--- src/rtl/mem_port_arbiter_if.sv ---
// Bus bundle between the IF/MEM pipeline ports, the arbiter and the memory macro.
// The master view is the arbiter; the slave view is the pipeline plus memory side.
interface mem_port_arbiter_if #(
   parameter int ADDR_W = 32,
   parameter int DATA_W = 32
);
   logic              if_req;
   logic [ADDR_W-1:0] if_addr;
   logic              if_kill;
   logic              if_ack;
   logic [DATA_W-1:0] if_rdata;

   logic              d_req;
   logic              d_we;
   logic [ADDR_W-1:0] d_addr;
   logic [DATA_W-1:0] d_wdata;
   logic              d_ack;
   logic [DATA_W-1:0] d_rdata;

   logic              mem_en;
   logic              mem_we;
   logic [ADDR_W-1:0] mem_addr;
   logic [DATA_W-1:0] mem_wdata;
   logic [DATA_W-1:0] mem_rdata;

   modport master (
      input  if_req, if_addr, if_kill, d_req, d_we, d_addr, d_wdata, mem_rdata,
      output if_ack, if_rdata, d_ack, d_rdata, mem_en, mem_we, mem_addr, mem_wdata
   );

   modport slave (
      output if_req, if_addr, if_kill, d_req, d_we, d_addr, d_wdata, mem_rdata,
      input  if_ack, if_rdata, d_ack, d_rdata, mem_en, mem_we, mem_addr, mem_wdata
   );
endinterface

--- src/rtl/mem_port_arbiter.sv ---
// Shares one single-ported fixed-latency memory between the fetch and data ports.
// Optional fetch starvation guard is enabled by defining ARB_IF_STARVE_GUARD_EN.
module mem_port_arbiter #(
   parameter int ADDR_W   = 32,
   parameter int DATA_W   = 32,
   parameter int MEM_LAT  = 2,
   parameter int MAX_WAIT = 4
) (
   input  logic               clk,
   input  logic               rst,
   mem_port_arbiter_if.master bus,
   output logic               busy
);
   // state   | meaning
   // IDLE    | arbitrate between data and fetch requests
   // ISSUE   | mem_en strobe for the granted access
   // WAIT    | count down read latency, capture read data on the last cycle
   // RESP    | owner's ack pulse, then back to IDLE

   localparam int CNT_W = $clog2(MEM_LAT + 1);

   if (MEM_LAT < 1 || MAX_WAIT < 1) begin : g_param_check
      $error("mem_port_arbiter: MEM_LAT and MAX_WAIT must be at least 1");
   end

   typedef enum logic [1:0] {S_IDLE, S_ISSUE, S_WAIT, S_RESP} state_t;

   state_t             state;
   state_t             state_nxt;
   logic               owner_i;
   logic               we_q;
   logic               kill_q;
   logic [CNT_W-1:0]   wait_cnt;
   logic               grant_i;
   logic               grant_d;
   logic               force_i;
   logic               kill_now;
   logic               capture;
   logic               to_resp;
   logic               mem_en_nxt;
   logic               mem_we_nxt;
   logic               if_ack_nxt;
   logic               d_ack_nxt;
   logic               busy_nxt;

`ifdef ARB_IF_STARVE_GUARD_EN
   localparam int SW = $clog2(MAX_WAIT + 1);
   logic [SW-1:0] starve_cnt;

   assign force_i = (starve_cnt == SW'(MAX_WAIT)) && bus.if_req && !bus.if_kill;

   always_ff @(posedge clk or negedge rst) begin
      if (!rst) begin
         starve_cnt <= '0;
      end else if (grant_i || !bus.if_req) begin
         starve_cnt <= '0;
      end else if (grant_d && (starve_cnt != SW'(MAX_WAIT))) begin
         starve_cnt <= starve_cnt + SW'(1);
      end
   end
`else
   assign force_i = 1'b0;
`endif

   always_ff @(posedge clk or negedge rst) begin
      if (!rst) begin
         state <= S_IDLE;
      end else begin
         state <= state_nxt;
      end
   end

   always_comb begin
      state_nxt = state;
      grant_i   = 1'b0;
      grant_d   = 1'b0;
      case (state)
         S_IDLE: begin
            if (force_i) begin
               grant_i = 1'b1;
            end else if (bus.d_req) begin
               grant_d = 1'b1;
            end else if (bus.if_req && !bus.if_kill) begin
               grant_i = 1'b1;
            end
            if (grant_i || grant_d) begin
               state_nxt = S_ISSUE;
            end
         end
         S_ISSUE: state_nxt = we_q ? S_RESP : S_WAIT;
         S_WAIT:  if (wait_cnt == CNT_W'(1)) state_nxt = S_RESP;
         S_RESP:  state_nxt = S_IDLE;
         default: state_nxt = S_IDLE;
      endcase
   end

   // A kill seen on the last WAIT cycle must already block the ack and the capture.
   assign kill_now = owner_i && (kill_q || bus.if_kill);
   assign capture  = (state == S_WAIT) && (wait_cnt == CNT_W'(1));

   always_comb begin
      to_resp    = (state_nxt == S_RESP) && (state != S_RESP);
      mem_en_nxt = grant_i || grant_d;
      mem_we_nxt = grant_d && bus.d_we;
      d_ack_nxt  = to_resp && !owner_i;
      if_ack_nxt = to_resp && owner_i && !kill_now;
      busy_nxt   = (state_nxt != S_IDLE);
   end

   always_ff @(posedge clk or negedge rst) begin
      if (!rst) begin
         bus.mem_en    <= 1'b0;
         bus.mem_we    <= 1'b0;
         bus.mem_addr  <= '0;
         bus.mem_wdata <= '0;
         bus.if_ack    <= 1'b0;
         bus.d_ack     <= 1'b0;
         bus.if_rdata  <= '0;
         bus.d_rdata   <= '0;
         busy          <= 1'b0;
         owner_i       <= 1'b0;
         we_q          <= 1'b0;
         kill_q        <= 1'b0;
         wait_cnt      <= '0;
      end else begin
         bus.mem_en <= mem_en_nxt;
         bus.mem_we <= mem_we_nxt;
         bus.if_ack <= if_ack_nxt;
         bus.d_ack  <= d_ack_nxt;
         busy       <= busy_nxt;

         if (grant_i || grant_d) begin
            owner_i      <= grant_i;
            we_q         <= mem_we_nxt;
            bus.mem_addr <= grant_i ? bus.if_addr : bus.d_addr;
         end
         if (grant_d) begin
            bus.mem_wdata <= bus.d_wdata;
         end

         if ((state == S_ISSUE) && !we_q) begin
            wait_cnt <= CNT_W'(MEM_LAT);
         end else if (state == S_WAIT) begin
            wait_cnt <= wait_cnt - CNT_W'(1);
         end

         if (state_nxt == S_IDLE) begin
            kill_q <= 1'b0;
         end else if ((state != S_IDLE) && owner_i && bus.if_kill) begin
            kill_q <= 1'b1;
         end

         if (capture && !owner_i) begin
            bus.d_rdata <= bus.mem_rdata;
         end
         if (capture && !kill_now && owner_i) begin
            bus.if_rdata <= bus.mem_rdata;
         end
      end
   end
endmodule

--- src/flat_wrapper.sv ---
// flat-port wrapper written by rule: the top's interface ports become plain ports
module mem_port_arbiter_flat 
#(
   parameter int ADDR_W   = 32,
   parameter int DATA_W   = 32,
   parameter int MEM_LAT  = 2,
   parameter int MAX_WAIT = 4
)
  (clk, rst, busy, bus_if_req, bus_if_addr, bus_if_kill, bus_d_req, bus_d_we, bus_d_addr, bus_d_wdata, bus_mem_rdata, bus_if_ack, bus_if_rdata, bus_d_ack, bus_d_rdata, bus_mem_en, bus_mem_we, bus_mem_addr, bus_mem_wdata);
  mem_port_arbiter_if #(.ADDR_W(ADDR_W), .DATA_W(DATA_W)) bus_i ();
  input  logic clk;
  input  logic rst;
  output logic busy;
  input wire logic [$bits(bus_i.if_req)-1:0] bus_if_req;
  input wire logic [$bits(bus_i.if_addr)-1:0] bus_if_addr;
  input wire logic [$bits(bus_i.if_kill)-1:0] bus_if_kill;
  input wire logic [$bits(bus_i.d_req)-1:0] bus_d_req;
  input wire logic [$bits(bus_i.d_we)-1:0] bus_d_we;
  input wire logic [$bits(bus_i.d_addr)-1:0] bus_d_addr;
  input wire logic [$bits(bus_i.d_wdata)-1:0] bus_d_wdata;
  input wire logic [$bits(bus_i.mem_rdata)-1:0] bus_mem_rdata;
  output wire logic [$bits(bus_i.if_ack)-1:0] bus_if_ack;
  output wire logic [$bits(bus_i.if_rdata)-1:0] bus_if_rdata;
  output wire logic [$bits(bus_i.d_ack)-1:0] bus_d_ack;
  output wire logic [$bits(bus_i.d_rdata)-1:0] bus_d_rdata;
  output wire logic [$bits(bus_i.mem_en)-1:0] bus_mem_en;
  output wire logic [$bits(bus_i.mem_we)-1:0] bus_mem_we;
  output wire logic [$bits(bus_i.mem_addr)-1:0] bus_mem_addr;
  output wire logic [$bits(bus_i.mem_wdata)-1:0] bus_mem_wdata;
  assign bus_i.if_req = bus_if_req;
  assign bus_i.if_addr = bus_if_addr;
  assign bus_i.if_kill = bus_if_kill;
  assign bus_i.d_req = bus_d_req;
  assign bus_i.d_we = bus_d_we;
  assign bus_i.d_addr = bus_d_addr;
  assign bus_i.d_wdata = bus_d_wdata;
  assign bus_i.mem_rdata = bus_mem_rdata;
  assign bus_if_ack = bus_i.if_ack;
  assign bus_if_rdata = bus_i.if_rdata;
  assign bus_d_ack = bus_i.d_ack;
  assign bus_d_rdata = bus_i.d_rdata;
  assign bus_mem_en = bus_i.mem_en;
  assign bus_mem_we = bus_i.mem_we;
  assign bus_mem_addr = bus_i.mem_addr;
  assign bus_mem_wdata = bus_i.mem_wdata;
  mem_port_arbiter #(.ADDR_W(ADDR_W), .DATA_W(DATA_W), .MEM_LAT(MEM_LAT), .MAX_WAIT(MAX_WAIT)) u_core (.clk(clk), .rst(rst), .bus(bus_i), .busy(busy));
endmodule
--- config.mk ---
export PLATFORM = sky130hd
export DESIGN_NAME = mem_port_arbiter_flat
export DESIGN_NICKNAME = d
export VERILOG_FILES = /design/src/rtl/mem_port_arbiter_if.sv /design/src/rtl/mem_port_arbiter.sv /design/src/flat_wrapper.sv
export SDC_FILE = /design/constraint.sdc
export NUM_CORES = 1
export LEC_CHECK = 0
export BUFFER_PORTS_ARGS = -buffer_cell sky130_fd_sc_hd__buf_2
export CORE_MARGIN = 1
export CORE_UTILIZATION = 50
export DETAILED_ROUTE_END_ITERATION = 7
export GPL_TIMING_DRIVEN = 0
export PLACE_DENSITY = 0.85
export RECOVER_POWER = 50
export SLEW_MARGIN = 20
export SYNTH_ARGS = -nofsm -noshare
export SYNTH_HDL_FRONTEND = slang
export SYNTH_SLANG_ARGS = --single-unit
--- constraint.sdc ---
create_clock -name clk -period 5.3 [get_ports clk]
set_input_delay 0.53 -clock clk [delete_from_list [all_inputs] [get_ports clk]]
set_output_delay 0.53 -clock clk [all_outputs]
set_load 0.005 [all_outputs]
==> results of run 1 <==
[layer usage]
layer	vias to the layer above	global-route usage, %	wire length [um]
li1	1907	-	-
met1	2029	26.63	5482
met2	202	41.82	7364
met3	21	6.817	979
met4	0	9.333	259
met5	-	0	0
[sequential cells by signal, summed over array words and instances, names as in the netlist]
signal / cells
u_core.bus.d_ack: 1
u_core.bus.d_rdata: 32
u_core.bus.if_ack: 1
u_core.bus.if_rdata: 32
u_core.bus.mem_addr: 32
u_core.bus.mem_en: 1
u_core.bus.mem_wdata: 32
u_core.bus.mem_we: 1
u_core.busy: 1
u_core.kill_q: 1
u_core.owner_i: 1
u_core.state: 2
u_core.wait_cnt: 2
u_core.we_q: 1
[cell type report]
type	count	area, um^2	area share, %
Multi-Input combinational cell	192	2090	26.52
Sequential cell	140	3503	44.46
Clock buffer	22	474.2	6.018
Inverter	6	22.52	0.2858
Clock inverter	9	160.2	2.032
Tap cell	140	175.2	2.223
Timing Repair Buffer	268	1276	16.20
Buffer	24	178.9	2.271
[synthesized netlist by cell type (2+ instances only)]
cell and n:
a21oi_1 3, a221o_1 32, and3_1 33, buf_12 3, buf_2 8, buf_6 4, clkbuf_1 9, dfrtp_1 140
ha_1 5, inv_1 6, mux2_2 36, mux2_4 60, nand2_1 3, nor4b_1 2
[worst register-to-register path, delay by kind of cell, from the launching register on]
family                   cells  cell delay (ns)
AO/OA/AOI/OAI                2             0.61
adder cells (fa/ha/maj)      1             0.22
buffers and inverters        3             0.63
flip-flops                   1             0.42
[path summary, 6_finish.rpt]
check | cells after the start | end | start | slack (ns)
max in group clk | 6 | u_core.bus.mem_addr[1] | u_core.state[0] | 3.31
worst max register to register | 6 | u_core.bus.mem_addr[1] | u_core.state[0] | 3.31
worst min register to register | 1 | u_core.kill_q | u_core.kill_q | 0.50
min in group asynchronous | 2 | u_core.bus.if_rdata[8] | rst | 1.24
worst min-delay path | 2 | u_core.bus.mem_addr[17] | bus_if_addr[17] | 0.34
worst max-delay path | 3 | u_core.bus.if_rdata[31] | rst | 2.74
[metrics by stage]
step           setup slack [ns]  cells  hold WS, ns
2_1_floorplan             3.570    362       0.2344
3_3_place_gp              2.002    768       0.4738
3_5_place_dp              3.294    769       0.4127
4_1_cts                   3.287    801       0.3278
5_1_grt                   2.402    801       0.3293
6_report                  2.738    801       0.3421
[kinds of logic after synthesis]
logic type	Yosys count	synth area share [%]
xor+xnor	1	0.1512
buf+inv	30	3.477
fa+ha+maj	5	1.080
simple gates	48	5.636
flops	140	60.46
mux	96	22.54
compound gates	42	6.651
[report_power, final]
| part | switching [mW] | internal [mW] | total (mW) |
|---|---|---|---|
| sequential | 0.291 | 1.56 | 1.85 |
| clock | 0.437 | 0.825 | 1.26 |
| combinational | 0.646 | 0.912 | 1.56 |
[repair_timing]
action / in CTS / in global routing
hold endpoints to repair: 34 / 0
hold buffers: 1 / 0
setup endpoints to repair: 0 / 0
==> flow_metrics.py, run 1 <==
metrics = {
    "outcome": {
        "status": "finished with violations",
        "violations": "capacitance limit, slew limit",
    },
    "global_routing": {
        "antenna_found_initial": 0,
        "grt_pass1_wl_um": 21070,
        "grtUsageTotal_pct": 23.57,
        "grt_remaining_overflow": 0,
        "grt_max_degree": 107,
        "grt_pass1_vias": 4231,
    },
    "floorplanning": {
        "core_mm2": 0.01108,
        "die_width_um": 109.7,
        "dieArea_mm2": 0.01202,
        "start_util_pct": 52.30,
        "placementRows": 38,
        "io_pins": 267,
        "die_y_um": 109.7,
    },
    "layout": {
        "n_fill_cell": 777,
        "synthToLayoutAreaGrowth_pct": 36.00,
        "fin_util_pct": 71.13,
        "stdcell_area_mm2": 0.007880,
        "antenna_cells": 0,
        "final_common_cell": "buf_2",
        "drive_above_1_share_pct": 51.13,
        "mostFrequentLayoutCells": "buf_2 (200), dfrtp_1 (140), clkbuf_1 (85), mux2_4 (60), mux2_2 (36)",
        "nNetsFinal": 788,
    },
    "timing": {
        "max_freq_ghz": 0.3903,
        "final.setup.tns_ns": 0,
        "setup_viol_count_final": 0,
        "finClkSkew_ns": 0.01479,
        "min_period_ns": 2.562,
        "maxSlewHeadroom_pct": -31.08,
        "period_share_pct": 48.34,
        "tightest_slew_ns": 1.966,
        "hold_viol_final": 0,
        "rsz0062_at_grt": "no",
        "drv_slew": 35,
    },
    "logic_synthesis": {
        "syn_area_mm2": 0.005794,
        "synth_async_sr_flop_share_pct": 100.0,
        "ys_seq_elements": 140,
        "syn-instance-count": 362,
        "synth_warnings": 0,
        "ys.flop_type": "dfrtp_1",
        "yosysUniqueCellTypes": 32,
        "synth_edf_count": 0,
        "synth_area_leaders": "dfrtp_1 (60%), mux2_4 (16%), mux2_2 (7.0%)",
        "yosysTopAreaCell": "dfrtp_1",
        "yosysSeqAreaShare_pct": 60.46,
        "yosysTopAreaCellShare_pct": 60.46,
        "avgSynthCellArea_um2": 16.01,
        "synth_nets": 501,
    },
    "worst_setup_path": {
        "worstSetupStartpointType": "primary input",
        "cp.buffers_inverters": 3,
        "cp_max_fo": 106,
        "critPathMaxStageDelay_ns": 1.41,
        "cp_top_family": "buffers and inverters",
        "path_cells": "dlygate4sd3_1 -> clkbuf_1 -> buf_16",
        "cp.required_ns": 5.81,
        "slowest_stage": "clkbuf_1",
        "worstSetupEndpointType": "async pin",
        "worstSetupPathType": "in2async",
        "cp.arrival_ns": 3.07,
    },
    "clock_network": {
        "cts.sinks": 140,
        "cts_root_buffer": "clkbuf_16",
        "cts_resized": 0,
        "tritoncts": "yes",
        "htree_levels": 4,
        "cts.clk_slew.worst_paths_ns": 0.06,
        "clkLatencyLatePin_ns": 0.41,
        "cts_buffers": 17,
        "cts_buffer_depth": 2,
        "postCtsSetupBuffers": 0,
    },
    "power": {
        "p_total_mw": 4.672,
        "leakage_nw": 4.108,
        "vdd_drop_max_v": 0.0003253,
        "power.density_mw_per_mm2": 592.9,
    },
    "worst_hold_path": {
        "hold_path_class": "in2reg",
    },
    "flow_run": {
        "drv_cap": 1,
    },
    "route": {
        "vias": 4159,
        "wirelength_um": 14090,
        "dr.pass1.iters": 5,
        "routedWlPerCell_um": 17.59,
        "ant_nets": 0,
        "drt-vias-per-instance": 5.192,
        "drc": 0,
        "drt_iter0_drc": 162,
    },
    "placed_design": {
        "dp_hpwl_um": 10360,
        "place_area_mm2": 0.007338,
        "place_congestion": 0.8047,
        "io_buffers": 266,
    },
}
Power figures use the tool's default switching activity.
==> run 2: changes to the inputs <==
--- a/config.mk
+++ b/config.mk
@@ -5,12 +5,13 @@
 export SDC_FILE = /design/constraint.sdc
 export NUM_CORES = 1
 export LEC_CHECK = 0
+export ABC_AREA = 1
 export BUFFER_PORTS_ARGS = -buffer_cell sky130_fd_sc_hd__buf_2
 export CORE_MARGIN = 1
-export CORE_UTILIZATION = 50
+export CORE_UTILIZATION = 43
 export DETAILED_ROUTE_END_ITERATION = 7
 export GPL_TIMING_DRIVEN = 0
-export PLACE_DENSITY = 0.85
+export PLACE_DENSITY = 0.77
 export RECOVER_POWER = 50
 export SLEW_MARGIN = 20
 export SYNTH_ARGS = -nofsm -noshare
==> constraint.sdc (replaced) <==
create_clock -name clk -period 2.3 [get_ports clk]
set_input_delay 0.23 -clock clk [delete_from_list [all_inputs] [get_ports clk]]
set_output_delay 0.23 -clock clk [all_outputs]
set_load 0.005 [all_outputs]
==> run 2 against run 1 <==
The flow now finishes without violations. Largest cell class unchanged. Utilization is 9.7 points lower. Sequential share of layout area decreased by 1.7 points. Synthesized cell count rose by 68%. Sequential power increased by 120%. Die area increased by 18%. Area after synthesis is 2.2% higher.
==> flow_metrics.py, run 2 <==
metrics = {
    "timing": {
        "setup_viol_count_final": 0,
        "tightest_slew_ns": 0.4891,
        "rsz0062_at_grt": "no",
        "hold_ws_ns": 0.01790,
        "maxSlewHeadroom_pct": 67.39,
        "min_period_ns": 1.625,
        "final.setup.tns_ns": 0,
        "max_freq_ghz": 0.6154,
        "period_share_pct": 70.65,
        "hold_viol_final": 0,
        "drv_slew": 0,
        "finClkSkew_ns": 0.009006,
    },
    "layout": {
        "seq_area_mm2": 0.003503,
        "drive_above_1_share_pct": 33.66,
        "n_fill_cell": 1185,
        "antenna_cells": 0,
        "mostFrequentLayoutCells": "nand2_1 (233), buf_2 (196), dfrtp_1 (140), clkbuf_1 (77), nand3_1 (51)",
        "final_common_cell": "nand2_1",
        "fin_cells": 1103,
        "nNetsFinal": 1053,
        "fin_util_pct": 61.41,
        "synthToLayoutAreaGrowth_pct": 38.47,
        "multiInputGateArea_mm2": 0.001943,
    },
    "flow_run": {
        "drv_cap": 0,
    },
    "worst_setup_path": {
        "cp.required_ns": 2.65,
        "cp_common_cell": "nand3_1",
        "path_cells": "inv_1 -> ha_1 -> buf_4 -> nand2_4 -> clkbuf_1 -> nand3_1 -> nand3_1",
        "cp_max_fo": 10,
        "r2r_slack_ns": 0.68,
        "rr_endpoint": "u_core.bus.mem_addr[28]",
        "slowest_stage": "dfrtp_1",
        "r2r_cells": 7,
        "critPathMaxStageDelay_ns": 0.42,
        "worstSetupEndpointType": "flip-flop",
        "worstSetupStartpointType": "flip-flop",
        "worstSetupPathType": "reg2reg",
        "r2r-start": "u_core.state[0]",
        "cp.arrival_ns": 1.98,
        "startpoint": "u_core.state[0]",
    },
    "floorplanning": {
        "die_y_um": 119.3,
        "placementRows": 42,
        "core_mm2": 0.01335,
        "die_width_um": 119.3,
        "io_pins": 267,
        "start_util_pct": 44.35,
        "dieArea_mm2": 0.01424,
    },
    "logic_synthesis": {
        "yosysMostFrequentCell": "nand2_1",
        "yosysUniqueCellTypes": 23,
        "synth_compound_area_share_pct": 8.074,
        "yosysSeqAreaShare_pct": 59.18,
        "synth_async_sr_flop_share_pct": 100.0,
        "syn-instance-count": 608,
        "synth_top_family_by_area": "simple AND/OR/NAND/NOR gates",
        "synthXorXnorAreaFrac_pct": 0.1480,
        "synthAdderAreaFrac_pct": 1.057,
        "ys_seq_elements": 140,
        "yosys-top-cells-count": "nand2_1 (233), dfrtp_1 (140), nand3_1 (51), inv_1 (43), o21ai_2 (32)",
        "syn_area_mm2": 0.005919,
        "yosysTopAreaCellShare_pct": 59.18,
        "synth_area_leaders": "dfrtp_1 (59%), nand2_1 (15%), o21ai_2 (4.7%)",
        "avgSynthCellArea_um2": 9.736,
        "synthMuxAreaShare_pct": 0,
        "synth_edf_count": 0,
        "synth_warnings": 0,
        "ys.flop_type": "dfrtp_1",
        "yosysTopAreaCell": "dfrtp_1",
        "synth_nets": 747,
        "yosys.area_share.simple_pct": 23.55,
    },
    "placed_design": {
        "place_congestion": 0.8701,
        "dp_hpwl_um": 11100,
        "io_buffers": 266,
        "dp_cells": 1051,
    },
    "clock_network": {
        "postCtsSetupBuffers": 0,
        "cts.clk_slew.worst_paths_ns": 0.06,
        "htree_levels": 4,
        "cts.sinks": 140,
        "cts_buffer_depth": 2,
        "clkLatencyLatePin_ns": 0.42,
        "cts_root_buffer": "clkbuf_16",
        "cts_buffers": 17,
        "tritoncts": "yes",
    },
    "outcome": {
        "status": "finished, final reports clean",
    },
    "route": {
        "dr.pass1.iters": 5,
        "routedWlPerCell_um": 14.28,
        "drc": 0,
        "ant_nets": 0,
        "drt-vias-per-instance": 4.776,
        "wirelength_um": 15750,
        "drt_iter0_drc": 358,
        "vias": 5268,
    },
    "power": {
        "p_total_mw": 10.17,
        "vdd_drop_max_v": 0.0006432,
        "leakage_nw": 4.419,
        "power.density_mw_per_mm2": 1240,
    },
    "global_routing": {
        "grt_pass1_wl_um": 25590,
        "grt_max_degree": 81,
        "grt_pass1_vias": 5253,
        "antenna_found_initial": 0,
        "grtUsageTotal_pct": 22.88,
        "grt_remaining_overflow": 0,
    },
    "worst_hold_path": {
        "whs_path_depth": 3,
        "hp-start": "bus_d_wdata[4]",
        "hold_path_end": "u_core.bus.mem_wdata[4]",
        "hold_path_class": "in2reg",
    },
}
==> run 2: cell families after synthesis <==
family          Yosys count
compound gates           71
xor+xnor                  1
fa+ha+maj                 5
buf+inv                  79
flops                   140
simple gates            312
==> run 2: critical path: cells and delay by family (launching register included) <==
kind | cells | cell delay (ns)
adder cells (fa/ha/maj) | 1 | 0.19
buffers and inverters | 3 | 0.64
flip-flops | 1 | 0.42
AND/OR/NAND/NOR | 3 | 0.32
==> run 2: worst max-delay path by stage <==
stage	to	slack [ns]
3_3_place_gp	u_core.bus.mem_wdata[13]	-1.00
4_1_cts	u_core.bus.mem_addr[28]	0.68
3_5_place_dp	u_core.bus.mem_addr[28]	0.70
6_report	u_core.bus.mem_addr[28]	0.68
2_1_floorplan	u_core.bus.if_rdata[23]	0.93
5_1_grt	u_core.bus.mem_addr[28]	0.49
==> run 2: power breakdown <==
part	total [mW]	switching [mW]	internal, mW
clock	2.66	1.04	1.62
combinational	3.35	1.85	1.50
sequential	4.16	0.613	3.55
total	10.2	3.50	6.67
==> run 2: cell type report <==
type                       count  area share (%)
multi-input combinational    389           23.71
timing repair buffer         287           17.98
tap                          176           2.687
clock inverter                10           1.084
buffer                        32           3.541
clock buffer                  22           6.030
inverter                      47           2.229
sequential                   140           42.74
==> run 2: repair_timing <==
item	CTS	global route
hold buffers	20	0
endpoints found under the hold margin	79	0
resized for setup	0	0
==> run 2: per-layer routing <==
| layer | track usage (%) | vias to the layer above | wire length, um |
|---|---|---|---|
| met3 | 5.125 | 35 | 864 |
| li1 | - | 2543 | - |
| met4 | 8.516 | 0 | 357 |
| met5 | 0 | - | 0 |
| met2 | 38.41 | 187 | 7859 |
| met1 | 28.86 | 2503 | 6671 |
==> run 2: per-stage QoR <==
| step | setup WS [ns] | cell area [um^2] |
|---|---|---|
| after floorplan | 0.9255 | 5919 |
| after global placement | -1.002 | 7471 |
| after detailed placement | 0.7015 | 7508 |
| after CTS | 0.6841 | 8292 |
| after global routing | 0.4889 | 8197 |
| final | 0.6751 | 8197 |
==> run 3: changes to the inputs <==
==> constraint.sdc (replaced) <==
create_clock -name clk -period 1.3 [get_ports clk]
set_input_delay 0.13 -clock clk [delete_from_list [all_inputs] [get_ports clk]]
set_output_delay 0.13 -clock clk [all_outputs]
set_load 0.005 [all_outputs]
==> run 3 against run 2 <==
The flow now finishes with violations (setup timing). First-iteration DRC count rose by 34%. Clock skew rose by 0.00058 ns. Clock-buffer cell count fell by 1. Wire length rose by 55%. Sequential power rose by 84%. Utilization rose by 17 points. Critical path depth did not move. Largest power group is now combinational cells.
==> flow_metrics.py, run 3 (synthesized netlist as in run 2, its figures left out) <==
metrics = {
    "timing": {
        "final.setup.tns_ns": -15.63,
        "maxSlewHeadroom_pct": 38.38,
        "max_freq_ghz": 0.6637,
        "tightest_slew_ns": 0.9243,
        "hold_ws_ns": 0.04121,
        "min_period_ns": 1.507,
        "hold_viol_final": 0,
        "rsz0062_at_grt": "yes",
        "drv_slew": 0,
        "finClkSkew_ns": 0.009589,
        "fin_ws_ns": -0.2068,
        "setup_viol_count_final": 164,
        "period_share_pct": 115.9,
    },
    "placed_design": {
        "place_congestion": 0.8414,
        "dp_hpwl_um": 11110,
        "place_ws_ns": -0.2334,
        "place_area_mm2": 0.007536,
        "dp_cells": 1051,
        "io_buffers": 266,
    },
    "outcome": {
        "status": "finished with violations",
        "violations": "setup timing",
    },
    "layout": {
        "fin_cells": 1237,
        "stdcell_area_mm2": 0.01046,
        "drive_above_1_share_pct": 50.94,
        "seq_area_mm2": 0.003503,
        "multiInputGateArea_mm2": 0.002505,
        "mostFrequentLayoutCells": "buf_2 (267), nand2_1 (160), dfrtp_1 (140), dlygate4sd3_1 (128), nand3_2 (62)",
        "nNetsFinal": 1189,
        "synthToLayoutAreaGrowth_pct": 76.62,
        "n_fill_cell": 762,
        "final_common_cell": "buf_2",
    },
    "power": {
        "pwr-share-comb_pct": 40.9,
        "power.switching_mw": 7.660,
        "internal-power_mw": 13.23,
        "p_sw_share_pct": 36.67,
        "leakage_nw": 5.684,
        "vdd_drop_max_v": 0.001262,
        "power.density_mw_per_mm2": 1998,
        "p_seq_share_pct": 36.6,
        "p_clk_share_pct": 22.5,
    },
    "worst_setup_path": {
        "critPathMaxStageDelay_ns": 0.40,
        "worstSetupStartpointType": "flip-flop",
        "cp_common_cell": "nand3_2",
        "cp.arrival_ns": 1.80,
        "worstSetupPathType": "reg2reg",
        "path_cells": "inv_2 -> ha_4 -> nand4_4 -> buf_6 -> buf_2 -> nand3_2 -> nand3_2",
        "cp_max_fo": 5,
        "slowest_stage": "dfrtp_1",
        "cp.required_ns": 1.60,
        "worstSetupEndpointType": "flip-flop",
    },
    "route": {
        "drt_iter0_drc": 479,
        "routedWlPerCell_um": 19.68,
        "drt-vias-per-instance": 5.302,
        "vias": 6559,
        "wirelength_um": 24340,
        "dr.pass1.iters": 5,
        "drc": 0,
        "ant_nets": 0,
    },
    "global_routing": {
        "grt_pass1_vias": 6633,
        "grt_pass1_wl_um": 33290,
        "grt_max_degree": 75,
        "grt_remaining_overflow": 0,
        "grtUsageTotal_pct": 30.38,
        "antenna_found_initial": 0,
    },
    "floorplanning": {
        "core_mm2": 0.01335,
        "die_y_um": 119.3,
        "dieArea_mm2": 0.01424,
        "placementRows": 42,
        "start_util_pct": 44.35,
        "io_pins": 267,
        "die_width_um": 119.3,
    },
    "clock_network": {
        "cts_buffer_depth": 2,
        "cts_root_buffer": "clkbuf_16",
        "cts.clk_slew.worst_paths_ns": 0.06,
        "clkLatencyLatePin_ns": 0.42,
        "cts_buffers": 17,
        "htree_levels": 4,
        "tritoncts": "yes",
        "cts.sinks": 140,
    },
    "flow_run": {
        "drv_cap": 0,
    },
    "worst_hold_path": {
        "hold_path_class": "in2reg",
    },
}
==> run 3: changes by cell type in the layout (fill, tap and decap cells not counted), sizes merged, moves of 2 or more <==
cell | previous run | this run
dlygate4sd3 | 20 | 128
buf | 222 | 323
clkbuf | 99 | 24
clkinvlp | 4 | 2
==> run 3: through the flow <==
step | total power, mW | util, %
floorplan | 10.64 | -
global placement | 13.37 | 56.18
detailed placement | 13.61 | 56.46
CTS | 19.40 | 74.90
global route | 21.99 | 78.31
finish | 20.89 | 78.33
==> run 3: power groups by stage <==
stage          Clock [mW]  Sequential, mW  Combinational, mW
4_1_cts              4.67            7.39               7.34
2_1_floorplan           0            7.50               3.15
6_report             4.69            7.65               8.54
3_5_place_dp            0            7.34               6.27
3_3_place_gp            0            7.30               6.07
5_1_grt              4.91            7.80               9.28
==> run 3: area by class of cell <==
class | count | share of cell area [%]
flip-flops and latches | 140 | 33.51
well taps | 176 | 2.106
plain buffers | 31 | 4.213
multi-input cells | 390 | 23.96
diodes | 1 | 0.02393
inverters | 47 | 1.927
repair buffers | 423 | 28.95
clock buffers | 21 | 4.404
clock inverters | 8 | 0.9095
==> run 3: layer usage <==
metal | vias up | global-route usage, % | part of all wire [%]
met2 | 419 | 51.78 | 52
met5 | - | 0 | 0
met1 | 3147 | 33.89 | 35
met3 | 174 | 6.944 | 6.7
li1 | 2819 | - | -
met4 | 0 | 20.39 | 7.1
==> run 3: path summary, 6_finish.rpt <==
| kind | startpoint | endpoint | slack [ns] | cells past startpoint |
|---|---|---|---|---|
| max | u_core.state[0] | u_core.bus.mem_addr[20] | -0.21 | 7 |
| min | bus_d_addr[14] | u_core.bus.mem_addr[14] | 0.04 | 3 |
| max reg2reg | u_core.state[0] | u_core.bus.mem_addr[20] | -0.21 | 7 |
| min reg2reg | u_core.bus.mem_wdata[26] | u_core.bus.mem_wdata[26] | 0.47 | 2 |
| max in group asynchronous | rst | u_core.bus.mem_wdata[13] | -0.02 | 3 |
| min in group asynchronous | rst | u_core.bus.d_rdata[0] | 0.43 | 2 |
==> run 3: timing repair <==
action	in CTS	in global routing
endpoints found under the hold margin	182	0
gates resized for setup	113	99
endpoints found under the setup margin	134	136
buffers inserted	14	5
pin swaps	18	18
hold buffers	128	0
gates cloned	8	3
==> run 3: critical path, delay by kind of cell (launching register included) <==
| kind | cells | cell delay (ns) |
|---|---|---|
| and+or+nand+nor | 3 | 0.31 |
| adders and majority gates | 1 | 0.22 |
| buffers and inverters | 3 | 0.46 |
| DFF | 1 | 0.40 |
